File: config.mk
export PLATFORM = sky130hd
export DESIGN_NAME = timer_irq_unit
export DESIGN_NICKNAME = d
export VERILOG_FILES = /design/src/rtl/timer_irq_unit.sv
export SDC_FILE = /design/constraint.sdc
export NUM_CORES = 1
export LEC_CHECK = 0
export BUFFER_PORTS_ARGS = -buffer_cell sky130_fd_sc_hd__buf_2
export CAP_MARGIN = 15
export CORE_ASPECT_RATIO = 0.5
export CORE_UTILIZATION = 40
export DETAILED_ROUTE_END_ITERATION = 8
export MAX_ROUTING_LAYER = met4
export SYNTH_ARGS = -nofsm -noshare
export SYNTH_HDL_FRONTEND = slang
export SYNTH_SLANG_ARGS = --single-unit
File: constraint.sdc
create_clock -name clk -period 2.8 [get_ports clk]
set_clock_uncertainty 0.2 [all_clocks]
set_input_delay 0.28 -clock clk [delete_from_list [all_inputs] [get_ports clk]]
set_output_delay 0.28 -clock clk [all_outputs]
set_load 0.01 [all_outputs]
File: src/rtl/timer_irq_unit.sv
//-----------------------------------------------------------------------------
// timer_irq_unit
//
// N_CH independent 32-bit auto-reload timers with a prioritised interrupt
// controller, memory-mapped into the peripheral window.
//
// Register map (byte offsets from BASE_ADDR):
//   16*c + 0x0  TH       reload value of channel c
//   16*c + 0x4  TL       counter of channel c
//   16*c + 0x8  TCON     {28'b0, ONESHOT, PEND, IE, EN}
//   0xF0        IRQ_STAT read-only, bit c = PEND of channel c
//   0xF4        IRQ_MASK read/write, N_CH bits (1 = enabled)
//
// Ports:
//   clk      system clock
//   reset    asynchronous active-low reset
//   rd       read strobe
//   wr       write strobe (already peripheral-qualified)
//   addr     byte address; addr[1:0] ignored
//   wdata    write data
//   rdata    combinational read data (0 when not reading a mapped register)
//   PC31     kernel-mode flag; 1 suppresses irqout
//   irqout   registered interrupt request
//   irq_id   registered lowest pending unmasked channel, 4'hF if none
//-----------------------------------------------------------------------------
`timescale 1ns/1ps

module timer_irq_unit #(
  parameter int          N_CH      = 2,
  parameter logic [31:0] BASE_ADDR = 32'h4000_0000
) (
  input  logic        clk,
  input  logic        reset,
  input  logic        rd,
  input  logic        wr,
  input  logic [31:0] addr,
  input  logic [31:0] wdata,
  output logic [31:0] rdata,
  input  logic        PC31,
  output logic        irqout,
  output logic [3:0]  irq_id
);

  // Register selectors within a 16-byte block
  localparam logic [1:0] REG_TH    = 2'd0;
  localparam logic [1:0] REG_TL    = 2'd1;
  localparam logic [1:0] REG_TCON  = 2'd2;
  localparam logic [1:0] REG_STAT  = 2'd0;
  localparam logic [1:0] REG_MASK  = 2'd1;
  // Block index 15 holds the global registers; N_CH is capped at 15 so it
  // can never collide with a channel block.
  localparam logic [3:0] GLB_BLOCK = 4'hF;
  localparam logic [31:0] TL_MAX   = 32'hFFFF_FFFF;

  // Architectural state
  logic [N_CH-1:0][31:0] th_q,   th_d;
  logic [N_CH-1:0][31:0] tl_q,   tl_d;
  logic [N_CH-1:0]       en_q,   en_d;
  logic [N_CH-1:0]       ie_q,   ie_d;
  logic [N_CH-1:0]       pend_q, pend_d;
  logic [N_CH-1:0]       os_q,   os_d;
  logic [N_CH-1:0]       mask_q, mask_d;
  logic                  irqout_q, irqout_d;
  logic [3:0]            irq_id_q, irq_id_d;

  // Address decode
  logic            win_hit;
  logic [3:0]      blk_sel;
  logic [1:0]      reg_sel;
  logic            glb_hit;
  logic [N_CH-1:0] ch_hit;
  logic [N_CH-1:0] ovf;
  logic [N_CH-1:0] pend_vec;
  logic            unused_addr;

  // Lowest set index of a channel vector, 4'hF when empty. Scanning from the
  // top down lets the lowest index overwrite any higher one.
  function automatic logic [3:0] lowest_set(input logic [N_CH-1:0] v);
    logic [3:0] id;
    id = 4'hF;
    for (int c = N_CH - 1; c >= 0; c--) begin
      if (v[c]) id = 4'(c);
    end
    return id;
  endfunction

  assign win_hit     = (addr[31:8] == BASE_ADDR[31:8]);
  assign blk_sel     = addr[7:4];
  assign reg_sel     = addr[3:2];
  assign glb_hit     = win_hit && (blk_sel == GLB_BLOCK);
  assign unused_addr = ^addr[1:0];

  always_comb begin
    ch_hit = '0;
    ovf    = '0;
    for (int c = 0; c < N_CH; c++) begin
      ch_hit[c] = win_hit && (blk_sel == 4'(c));
      ovf[c]    = en_q[c] && (tl_q[c] == TL_MAX);
    end
  end

  // Next-state logic for the timer channels and the mask. Ordering inside a
  // channel encodes the collision rules: counting first, then the CPU write
  // (so a CPU write to TL or EN wins), then the hardware PEND set last (so
  // hardware wins over a software clear).
  always_comb begin
    th_d   = th_q;
    tl_d   = tl_q;
    en_d   = en_q;
    ie_d   = ie_q;
    pend_d = pend_q;
    os_d   = os_q;
    mask_d = mask_q;

    for (int c = 0; c < N_CH; c++) begin
      if (en_q[c]) begin
        if (ovf[c]) begin
          tl_d[c] = th_q[c];
          if (os_q[c]) en_d[c] = 1'b0;
        end else begin
          tl_d[c] = tl_q[c] + 32'd1;
        end
      end

      if (wr && ch_hit[c]) begin
        case (reg_sel)
          REG_TH:   th_d[c] = wdata;
          REG_TL:   tl_d[c] = wdata;
          REG_TCON: begin
            en_d[c]   = wdata[0];
            ie_d[c]   = wdata[1];
            // Software may only clear PEND, never set it
            pend_d[c] = pend_q[c] & wdata[2];
            os_d[c]   = wdata[3];
          end
          default: ;
        endcase
      end

      if (ovf[c] && ie_q[c]) pend_d[c] = 1'b1;
    end

    if (wr && glb_hit && (reg_sel == REG_MASK)) begin
      mask_d = wdata[N_CH-1:0];
    end
  end

  // Interrupt outputs are derived from the registered PEND/MASK, giving one
  // cycle of latency from a PEND or PC31 change to irqout/irq_id.
  assign pend_vec = pend_q & mask_q;

  always_comb begin
    irq_id_d = lowest_set(pend_vec);
    irqout_d = (|pend_vec) & ~PC31;
  end

  always_ff @(posedge clk or negedge reset) begin
    if (!reset) begin
      th_q     <= '0;
      tl_q     <= '0;
      en_q     <= '0;
      ie_q     <= '0;
      pend_q   <= '0;
      os_q     <= '0;
      mask_q   <= '1;
      irqout_q <= 1'b0;
      irq_id_q <= 4'hF;
    end else begin
      th_q     <= th_d;
      tl_q     <= tl_d;
      en_q     <= en_d;
      ie_q     <= ie_d;
      pend_q   <= pend_d;
      os_q     <= os_d;
      mask_q   <= mask_d;
      irqout_q <= irqout_d;
      irq_id_q <= irq_id_d;
    end
  end

  // Combinational read mux; anything unmapped reads as zero
  always_comb begin
    rdata = 32'h0;
    if (rd) begin
      for (int c = 0; c < N_CH; c++) begin
        if (ch_hit[c]) begin
          case (reg_sel)
            REG_TH:   rdata = th_q[c];
            REG_TL:   rdata = tl_q[c];
            REG_TCON: rdata = {28'h0, os_q[c], pend_q[c], ie_q[c], en_q[c]};
            default:  rdata = 32'h0;
          endcase
        end
      end
      if (glb_hit) begin
        case (reg_sel)
          REG_STAT: rdata = 32'(pend_q);
          REG_MASK: rdata = 32'(mask_q);
          default:  rdata = 32'h0;
        endcase
      end
    end
  end

  assign irqout = irqout_q;
  assign irq_id = irq_id_q;

endmodule

==> results.tsv <==
metric	value	unit
syn2layout_area_growth	23.6	%
status	complete, no violations	
clock_sinks	141	
synth_cell_types	70	
synth_top_area_share	39.2	%
io_pins	106	
drt-total-wl	27.4	mm
syn_area_per_cell	10.3	µm²
worst_path_max_delay_cell	mux4_2	
dp_slack	0.0811	ns
die_x	211	µm
cp-start-kind	register	
numCtsBuffers	17	
syn_inst	848	
tightest_slew	0.705	ns
vdd_drop_max	0.307	mV
core_area	21000	µm²
final-setup-viol-count	0	
worst_ep_required_time	2.32	ns
fillers	1902	
cts_tree	done	
fin_setup_tns	0	ns
overflow	0	
total_power	0.00476	W
critPathLaunch	en_q[0]	
arrival	2.24	ns
place_area	9850	µm²
post_drt_wl_per_cell	20.8	µm
critPathTopFamily	multiplexers	
leakage	4.84	nW
dp_cells	1250	
finalCriticalPeriod	2.72	ns
worstReg2RegStart	tl_q[32]	
synthTopCellsByArea	dfrtp_1 (39%), mux2_2 (11%), mux4_2 (7.5%), nand2_1 (3.1%), nor2_1 (3.0%)	
path_class	register to primary output	
dp.final_hpwl	18.7	mm
path_cells	buf_4 > mux2_2 > mux4_2 > a32oi_1 > nor2b_1 > buf_2	
placementRows	37	
worst_hold_path_type	primary input to register	
synth_edf_count	0	
final_nets	1081	
ys_async_sr_fraction	100	%
grt_max_degree	71	
synth_ff_type	dfrtp_1	
drc_errors	0	
clk_pin_slew	0.06	ns
crit_buf_inv	2	
ff2ff_path_depth	8	
synth_seq_area_share	40.4	%
netlist.top_cell.by_area	dfrtp_1	
hold_violations	0	
grt_pass1_vias	7440	
grt_pass1_wl	42.9	mm
ys_warn_count	0	
drtIter0Drc	918	
synth_area	8750	µm²
layout.cells.non_filler	1314	
diodes	0	
via_per_inst	5.84	
synth_nets	919	
via_count	7673	
die-area	22500	µm²
crit_cells	6	
die_y	107	µm
ant_nets	0	
critPathMaxStageDelay	0.48	ns
slew-limit-headroom	53.0	%
clock_latency	0.43	ns
start_util	41.7	%
max_freq	367	MHz
min_from	wdata[0]	
first_pass_iters	7	
postLayoutCellArea	10800	µm²
grtUsageTotal	25.9	%
holdPathStages	2	
post-route-worst-setup-slack	0.0759	ns
drive_above_1_share	34.0	%
drv_slew	0	
synth-seq-cells	141	
maxCapViolCount	0	
routabilityCongestion	0.874	
clock_path_buffers	2	
clock-root-buffer	clkbuf_16	
critPathCaptureType	primary output	
path_max_fanout	15	
fin_crit_sh	97.3	%
port_buffers	103	
htree_levels	4	
power_density	440	nW/µm²
grt_antenna_before_repair	0	
grt_setup_unrepaired	false	
-- Yosys cell counts, drive strengths merged (5+ instances only) --
cell	n
a211oi	7
a21o	16
a21oi	45
a31oi	13
and2	5
and3	8
and4	6
buf	39
clkbuf	17
dfrtp	137
mux2	83
mux2i	17
mux4	30
nand2	74
nand3	45
nand4	23
nor2	69
nor2b	35
nor3	23
nor4	11
o211ai	15
o21ai	29
o221a	11
or3	8
xnor2	21
xor2	15
-- sequential cells by signal, indices dropped and copies added (netlist names) --
register / flops
os_q: 2
irq_id: 2
ie_q: 2
th_q: 64
en_q: 2
tl_q: 64
irqout: 1
pend_q: 2
mask_q: 2
-- worst paths after layout --
kind                            slack, ns   endpoint
worst max-delay path                 0.08   rdata[0]
worst min-delay path                 0.03   tl_q[32]
worst max register to register       0.21   tl_q[50]
worst min register to register       0.27  irq_id[0]
max in group asynchronous            1.25   tl_q[54]
min in group asynchronous            0.23   th_q[35]
-- layout by cell type, fill, tap and decap left out, types with 13 or more instances in the layout --
master and count:
dfrtp_1 137, clkbuf_16 17, mux2_2 82, mux4_2 29
buf_4 58, buf_2 102, nor2b_1 35, a21o_1 16
xor2_1 15, dlygate4sd3_1 33, xnor2_1 21, nor2_1 69
nor3_1 19, o211ai_1 15, nand4_1 22, a31oi_1 13
nand2_1 73, nand3_1 42, a21oi_1 45, mux2i_1 17
o21ai_0 27
-- where the power goes --
part	total (W)	switching (W)	leakage [nW]	internal [W]
clock	0.00245	0.000932	0.300	0.00152
combinational	0.000266	0.000142	2.83	0.000125
sequential	0.00204	0.0000000962	1.71	0.00204
total	0.00476	0.00107	4.84	0.00368
-- through the flow --
step                utilization (%)  hold WS (ns)
CTS                            51.6       0.00781
global route                   51.6        0.0259
finish                         51.6        0.0270
floorplan                         -        -0.216
detailed placement             47.0         0.139
global placement               47.0         0.136
-- per-layer routing --
layer	vias up	global-route usage, %	wire [µm]
li1	3475	-	-
met1	3845	36.6	12600
met2	318	38.4	12500
met3	35	4.72	1910
met4	0	6.68	427
met5	-	-	0
-- layout make-up --
class | instances | area (µm²) | area share, %
multi-input cells | 646 | 4880 | 45.1
flip-flops and latches | 141 | 3530 | 32.7
repair buffers | 199 | 1390 | 12.8
clock buffers | 19 | 443 | 4.09
well taps | 292 | 365 | 3.38
clock inverters | 12 | 188 | 1.74
inverters | 5 | 18.8 | 0.174
-- kinds of logic after synthesis --
logic type | count (synthesis) | share of synthesized area, %
simple gates | 324 | 19.8
compound gates | 154 | 11.6
flops | 141 | 40.4
mux | 130 | 20.4
buf+inv | 61 | 3.94
xor+xnor | 36 | 3.60
fa+ha+maj | 2 | 0.286
-- worst register-to-register path: stages (launching register included) --
cell      delay [ns]
dfrtp_1         0.43
ha_1            0.27
nand2_1         0.16
nor3_4          0.46
and4_1          0.32
buf_12          0.19
a21boi_0        0.12
a211oi_1        0.25
a21o_1          0.11
-- repair_timing --
item,in CTS,in global routing
setup endpoints to repair,0,5
hold buffers,33,0
setup buffers,0,0
gates resized for setup,0,1
hold endpoints to repair,186,0
No activity file was read; power rests on OpenSTA's default activity.
